[config.mk]
export PLATFORM = sky130hd
export DESIGN_NAME = cc_bus_arbiter
export DESIGN_NICKNAME = d
export VERILOG_FILES = /design/src/rtl/cc_bus_arbiter.sv
export SDC_FILE = /design/constraint.sdc
export NUM_CORES = 1
export LEC_CHECK = 0
export CAP_MARGIN = 5
export CORE_ASPECT_RATIO = 0.75
export CORE_MARGIN = 5
export CORE_UTILIZATION = 45
export CTS_CLUSTER_DIAMETER = 200
export DETAILED_ROUTE_END_ITERATION = 6
export PLACE_DENSITY = 0.73
export SYNTH_ARGS = -nofsm -noshare
export SYNTH_HDL_FRONTEND = slang
export SYNTH_SLANG_ARGS = --single-unit
export TNS_END_PERCENT = 5
[constraint.sdc]
create_clock -name clk -period 2.2 [get_ports clk]
set_input_delay 0.22 -clock clk [delete_from_list [all_inputs] [get_ports clk]]
set_output_delay 0.22 -clock clk [all_outputs]
set_load 0.02 [all_outputs]
[src/rtl/cc_bus_arbiter.sv]
// rtl/cc_bus_arbiter.sv - round-robin arbiter for a shared bidirectional data bus
//
// Grants one of NUM_REQ requesters at a time. Each tenure is capped at MAX_HOLD
// cycles. At least TURNAROUND idle cycles separate two owners. The bus pin bank
// direction is driven from the direction the owner requested at grant time.
//
// Ports:
//   clk         in   rising-edge clock
//   reset_n     in   asynchronous active-low reset
//   req         in   per-requester request, held for the whole access
//   wr          in   per-requester direction, 1 = requester drives the bus
//   grant       out  registered one-hot grant (or zero)
//   grant_valid out  registered OR of grant
//   grant_idx   out  index of the current owner, or of the last owner while idle
//   bus_sel_in  out  pin bank direction, 1 = tri-state/input, 0 = drive
//   busy        out  high while in GRANT or TURN
module cc_bus_arbiter #(
    parameter int NUM_REQ    = 4,
    parameter int IDX_WIDTH  = 2,
    parameter int MAX_HOLD   = 8,
    parameter int TURNAROUND = 1
) (
    input  logic                 clk,
    input  logic                 reset_n,
    input  logic [NUM_REQ-1:0]   req,
    input  logic [NUM_REQ-1:0]   wr,
    output logic [NUM_REQ-1:0]   grant,
    output logic                 grant_valid,
    output logic [IDX_WIDTH-1:0] grant_idx,
    output logic                 bus_sel_in,
    output logic                 busy
);

    localparam int HW = (MAX_HOLD > 1) ? $clog2(MAX_HOLD) : 1;
    localparam int TW = (TURNAROUND > 1) ? $clog2(TURNAROUND) : 1;

    typedef enum logic [1:0] {
        ST_IDLE  = 2'd0,
        ST_GRANT = 2'd1,
        ST_TURN  = 2'd2
    } state_t;

    state_t               state_q, state_d;
    logic [NUM_REQ-1:0]   grant_q, grant_d;
    logic                 grant_valid_q, grant_valid_d;
    logic [IDX_WIDTH-1:0] grant_idx_q, grant_idx_d;
    logic [IDX_WIDTH-1:0] last_owner_q, last_owner_d;
    logic                 bus_sel_q, bus_sel_d;
    logic [HW-1:0]        hold_cnt_q, hold_cnt_d;
    logic [TW-1:0]        turn_cnt_q, turn_cnt_d;

    // Round-robin pick: first requester after last_owner, wrapping at NUM_REQ.
    // The previous owner is examined last, so a preempted owner only wins when
    // nobody else is asking.
    logic                 win_found;
    logic [IDX_WIDTH-1:0] win_idx;
    logic [IDX_WIDTH-1:0] cand;

    always_comb begin
        win_found = 1'b0;
        win_idx   = last_owner_q;
        cand      = last_owner_q;
        for (int i = 0; i < NUM_REQ; i++) begin
            cand = (cand == IDX_WIDTH'(NUM_REQ - 1)) ? '0 : cand + IDX_WIDTH'(1);
            if (!win_found && req[cand]) begin
                win_found = 1'b1;
                win_idx   = cand;
            end
        end
    end

    always_comb begin
        state_d       = state_q;
        grant_d       = grant_q;
        grant_valid_d = grant_valid_q;
        grant_idx_d   = grant_idx_q;
        last_owner_d  = last_owner_q;
        bus_sel_d     = bus_sel_q;
        hold_cnt_d    = hold_cnt_q;
        turn_cnt_d    = turn_cnt_q;

        unique case (state_q)
            ST_IDLE: begin
                if (win_found) begin
                    state_d       = ST_GRANT;
                    grant_d       = NUM_REQ'(1) << win_idx;
                    grant_valid_d = 1'b1;
                    grant_idx_d   = win_idx;
                    last_owner_d  = win_idx;
                    // Direction is captured once; later wr changes are ignored.
                    bus_sel_d     = ~wr[win_idx];
                    hold_cnt_d    = '0;
                end
            end
            ST_GRANT: begin
                hold_cnt_d = hold_cnt_q + HW'(1);
                if (!req[grant_idx_q] || hold_cnt_q == HW'(MAX_HOLD - 1)) begin
                    state_d       = ST_TURN;
                    grant_d       = '0;
                    grant_valid_d = 1'b0;
                    bus_sel_d     = 1'b1;
                    turn_cnt_d    = '0;
                end
            end
            ST_TURN: begin
                turn_cnt_d = turn_cnt_q + TW'(1);
                if (turn_cnt_q == TW'(TURNAROUND - 1)) begin
                    if (win_found) begin
                        state_d       = ST_GRANT;
                        grant_d       = NUM_REQ'(1) << win_idx;
                        grant_valid_d = 1'b1;
                        grant_idx_d   = win_idx;
                        last_owner_d  = win_idx;
                        bus_sel_d     = ~wr[win_idx];
                        hold_cnt_d    = '0;
                    end else begin
                        state_d = ST_IDLE;
                    end
                end
            end
            default: begin
                state_d       = ST_IDLE;
                grant_d       = '0;
                grant_valid_d = 1'b0;
                bus_sel_d     = 1'b1;
            end
        endcase
    end

    always_ff @(posedge clk or negedge reset_n) begin
        if (!reset_n) begin
            state_q       <= ST_IDLE;
            grant_q       <= '0;
            grant_valid_q <= 1'b0;
            grant_idx_q   <= '0;
            // Starting one behind requester 0 makes req[0] the first winner.
            last_owner_q  <= IDX_WIDTH'(NUM_REQ - 1);
            bus_sel_q     <= 1'b1;
            hold_cnt_q    <= '0;
            turn_cnt_q    <= '0;
        end else begin
            state_q       <= state_d;
            grant_q       <= grant_d;
            grant_valid_q <= grant_valid_d;
            grant_idx_q   <= grant_idx_d;
            last_owner_q  <= last_owner_d;
            bus_sel_q     <= bus_sel_d;
            hold_cnt_q    <= hold_cnt_d;
            turn_cnt_q    <= turn_cnt_d;
        end
    end

    assign grant       = grant_q;
    assign grant_valid = grant_valid_q;
    assign grant_idx   = grant_idx_q;
    assign bus_sel_in  = bus_sel_q;
    assign busy        = (state_q != ST_IDLE);

endmodule

# Word level (Yosys, flattened, before mapping)
# Cells that the tools add are included.
# word_totals
ff_bits	16
input_bits	10
# classes
mux	51
magnitude_cmp	6
shift	1
n_addsub	6
reduce_logical	18
bitwise_logic	1
eq_ne	10
# ops
op	n
$mux W2	15
$lt A2 B3 Y1 const B	6
$mux W1	17
$bmux W1 S2	6
$mux W4	3
$pmux W4 S3	1
$eq A2 B2 Y1 const B	5
$pmux W3 S3	1
$add A2 B1 Y2 const B	4
$pmux W2 S2	2
$reduce_and A2 Y1	4
$mux W3	2
$ne A2 B2 Y1 const B	3
$pmux W1 S3	2
$pmux W2 S3	1
$reduce_bool A2 Y1	3
$logic_not A1 Y1	4
$shl A1 B2 Y4 const A	1
$add A3 B1 Y3 const B	1
$eq A3 B3 Y1 const B	1
$logic_and A1 B1 Y1	3
$reduce_and A3 Y1	1
$reduce_bool A3 Y1	1
$eq A2 B1 Y1 const B	1
other kinds (5)	5

# Depth between registers and ports, before layout
# logic_depth
ltp_word	20
ltp_mapped	9
mapped_depth_nobuf	8

# Least setup slack after synthesis
# No wires, ideal clock.
# synth_path
path_type	register -> register
startpoint	reg last_owner_q[0]
endpoint	reg bus_sel_q, in the netlist bus_sel_in
arrival_time_ps	2166
stages_incl_launch_ff	9
synth_period_minus_slack_ps	2245
setup_ps	80
setup_slack_ps	-45
cell_sequence	dfstp_2 -> ha_1 -> buf_2 -> xor2_1 -> mux4_1 -> nand2b_4 -> a31oi_4 -> mux2_1 -> o221ai_2
# synth_between
elab_chain_cells	20
word_cells_on_any_way	40
cone_classes	4 x add/sub; 4 x eq/ne; 25 x mux; 1 x bitwise; 6 x reduce/logical
# synth_rtl
element	line_no	source
start, declared	47	logic [IDX_WIDTH-1:0] last_owner_q, last_owner_d;
start signal, assigned	137	last_owner_q <= IDX_WIDTH'(NUM_REQ - 1);
start signal, assigned	146	last_owner_q <= last_owner_d;
branches (longest 17 deep; another with $add A2 B1 Y2)	n/a	
$mux W1 (*)	84, 108	
$mux W1	107	if (turn_cnt_q == TW'(TURNAROUND - 1)) begin
$pmux W1 S3 (*)	82	unique case (state_q)
end signal, assigned	147	bus_sel_q <= bus_sel_d;
end, declared	48	logic bus_sel_q, bus_sel_d;
# Every way passes the cells marked *. The select of a mux whose other input is x is not followed.
# A chain may end at the register's enable or synchronous reset.

# Worst setup path after layout
# Ends and elaborated chain as after synthesis.

==> impl_metrics.yaml <==
worst_setup_path:
  crit_arrival_ns: 2.40
  endpoint_kind: "flop"
  r2r_start: "last_owner_q[0]$_DFFE_PN1P_"
  cp_max_fo: 3
  ff2ff_setup_slack_ns: 0.03
  r2r-end: "bus_sel_in$_DFFE_PN1P_"
  critPathBufInv: 0
  crit_type: "reg -> reg"
  crit_chain: "ha_4 > nor2_4 > xor2_1 > mux4_2 > nand2b_4 > a31oi_4 > mux2_4 > o221ai_2"
  r2r_cells: 8
  critPathTopFamily: "multiplexers"
  cp_slowest_cell: "dfstp_2"
  crit_path_start_kind: "flop"
  required_ns: 2.43
  cp_slowest_stage_delay_ns: 0.59
place:
  place_hpwl_mm: 2.26
  io_buffer_count: 18
  place.gp.congestion: 0.835
  dpl.cell_count: 191
power:
  internal_power_mw: 1.41
  power.leakage_nw: 0.676
  total_power_mw: 2.45
  switchingPower_mw: 1.04
  peakVddDrop_mv: 0.802
  powerDensity_nw_per_um2: 1530
  swShare_pct: 42.3
  power_frac_seq_pct: 23.6
  combPwrFrac_pct: 68.1
  clkPwrFrac_pct: 8.3
sta:
  whs_ns: 0.338
  skew_ns: 0.00619
  fin_crit_sh_pct: 98.8
  relSlewSlack_pct: 52.4
  period_needed_ns: 2.17
  finalHoldViolations: 0
  fmax_mhz: 460
  setup_viol: 0
  setup_tns_ns: 0
  slew_viol_final: 0
  worst_slew_pin_slew_ns: 0.712
  rsz0062_at_grt: "yes"
floorplanning:
  dieArea_um2: 3720
  ios: 19
  rows: 16
  core_um2: 2540
  start_util_pct: 45.9
  die_w_um: 68.8
  dieHeight_um: 54.1
clock_network:
  htree_levels: 1
  cts_num_sinks: 16
  cts_tree: "done"
  path_clk_slew_ns: 0.10
  root_buffer: "clkbuf_4"
  clkLatencyLatePin_ns: 0.30
  numCtsBuffers: 3
  holdBufCountCts: 0
  cts_buffer_depth: 2
route:
  routedWlPerCell_um: 15.3
  postRouteAntennaNets: 0
  routed_wl_mm: 3.00
  firstDrtPassIters: 4
  drt_iter0_drc: 75
  vias_per_cell: 5.54
  via_count: 1085
  drc: 0
synth:
  yosysTopAreaCell: "dfrtp_1"
  synth_top_area_share_pct: 27.9
  synth_area_um2: 1170
  synth_edf_count: 0
  synth_nets: 135
  synth_area_leaders: "dfrtp_1 28%, dfstp_2 6.8%, o21ai_0 4.7%"
  synth_flop_cell: "dfrtp_1"
  ys_ff_latch: 16
  yosysSeqAreaShare_pct: 34.7
  synth_commonest_cells: "13 x dfrtp_1, 11 x nand2_1, 11 x o21ai_0"
  synth_most_common_cell: "dfrtp_1"
  yosysUniqueCellTypes: 45
  syn_avg_cell_area_um2: 9.56
  yosys_warnings: 0
  syn_inst: 122
  synthArstFlopShare_pct: 100
worst_hold_path:
  hold_path_class: "in -> async"
finish:
  n_antenna_cell: 0
  finalNonFillerCells: 196
  syn_to_final_growth_pct: 36.9
  num-nets-final: 174
  drive_above_1_share_pct: 30.0
  filler_cell_count: 206
grt:
  grt_pass1_wl_mm: 5.24
  track_usage_pct: 19.3
  grt_max_degree: 17
  first_global_vias: 1104
  grt_antenna_before_repair: 0
  grt_overflow: 0
outcome:
  outcome: "completed"
job:
  max_cap_violations: 0
[sequential cells by signal (all words and copies together), names as in the netlist]
signal	count
grant	4
hold_cnt_q	3
grant_idx	2
last_owner_q	2
state_q	2
bus_sel_in	1
grant_valid	1
turn_cnt_q	1
[metrics by stage]
step	util, %	instance area (µm²)	setup WS (ns)
after CTS	62.3	1580	-0.00721
final	62.8	1600	0.0274
after global routing	62.8	1600	-0.0601
after detailed placement	59.6	1520	-0.0766
after floorplan	-	1170	-0.0454
after global placement	59.6	1520	-0.0531
[worst reg2reg max path, delay by kind of cell (launching register included)]
kind                       cells  cell delay [ns]
adders and majority gates      1             0.17
muxes                          2             0.64
DFF                            1             0.59
xor gates and xnor gates       1             0.17
AOI/OAI and AO/OA              2             0.34
and+or+nand+nor                2             0.20
[cells in the final DEF, fill, tap and decap left out, types with 2 or more instances in the layout]
cell type / synthesis / routed
a21oi_1: 3 / 3
a22o_1: 2 / 2
a31oi_1: 2 / 2
buf_4: 0 / 24
clkbuf_4: 0 / 3
clkdlybuf4s50_1: 0 / 18
dfrtp_1: 13 / 13
dfstp_2: 3 / 3
ha_1: 3 / 2
inv_1: 4 / 4
mux2_2: 2 / 2
mux2_4: 0 / 2
mux2i_1: 5 / 4
nand2_1: 11 / 11
nand2b_1: 3 / 3
nor2_1: 6 / 6
nor2b_1: 5 / 5
nor3_1: 2 / 2
o2111ai_1: 2 / 2
o21a_1: 4 / 4
o21ai_0: 11 / 8
o21ai_1: 1 / 3
o21ai_2: 1 / 2
o22a_1: 2 / 2
o22ai_1: 2 / 2
o2bb2ai_1: 4 / 4
or2_2: 2 / 2
[timing repair]
action | in CTS | in global routing
endpoints found under the setup margin | 1 | 9
pin swaps | 3 | 2
gates resized for setup | 7 | 6
setup buffers | 1 | 0
hold endpoints to repair | 0 | 0
[logic make-up after synthesis]
logic type	Yosys count	share of synthesized area, %
adder cells (fa/ha/maj)	3	3.22
multiplexers	10	10.4
XOR/XNOR	1	0.751
AO/OA/AOI/OAI	42	26.9
buffers and inverters	13	6.01
AND/OR/NAND/NOR	37	18.0
flip-flops	16	34.7
[per-layer routing]
layer  part of all wire, %  track usage [%]  vias up
met4                  0.77             3.88        0
li1                      -                -      532
met1                    46             26.2      533
met2                    50             31.1       16
met3                   3.4             5.22        4
met5                     0                0        -
[cell type report]
type                    count  area [µm²]  area share, %
repair buffers             43         380           23.8
well taps                  36        45.0           2.82
flip-flops and latches     16         404           25.3
multi-input cells          93         716           44.8
clock buffers               4        36.3           2.27
inverters                   4        15.0          0.940
[worst max path at each step]
stage	startpoint	end	slack, ns	cells past startpoint
floorplan	last_owner_q[0]$_DFFE_PN1P_	bus_sel_in$_DFFE_PN1P_	-0.05	8
global placement	req[0]	grant_idx[0]$_DFFE_PN0P_	-0.05	7
detailed placement	req[0]	bus_sel_in$_DFFE_PN1P_	-0.08	9
CTS	last_owner_q[0]$_DFFE_PN1P_	bus_sel_in$_DFFE_PN1P_	-0.007	8
global route	last_owner_q[0]$_DFFE_PN1P_	bus_sel_in$_DFFE_PN1P_	-0.06	8
finish	last_owner_q[0]$_DFFE_PN1P_	bus_sel_in$_DFFE_PN1P_	0.03	8
[power by group through the flow]
stage                     combinational [mW]  sequential (mW)  clock, mW
final                                   1.67            0.578      0.203
after global routing                    1.83            0.598      0.214
after CTS                               1.64            0.576      0.201
after detailed placement                1.53            0.566          0
after global placement                  1.49            0.556          0
after floorplan                        0.964            0.593          0
Power figures use the tool's default switching activity.
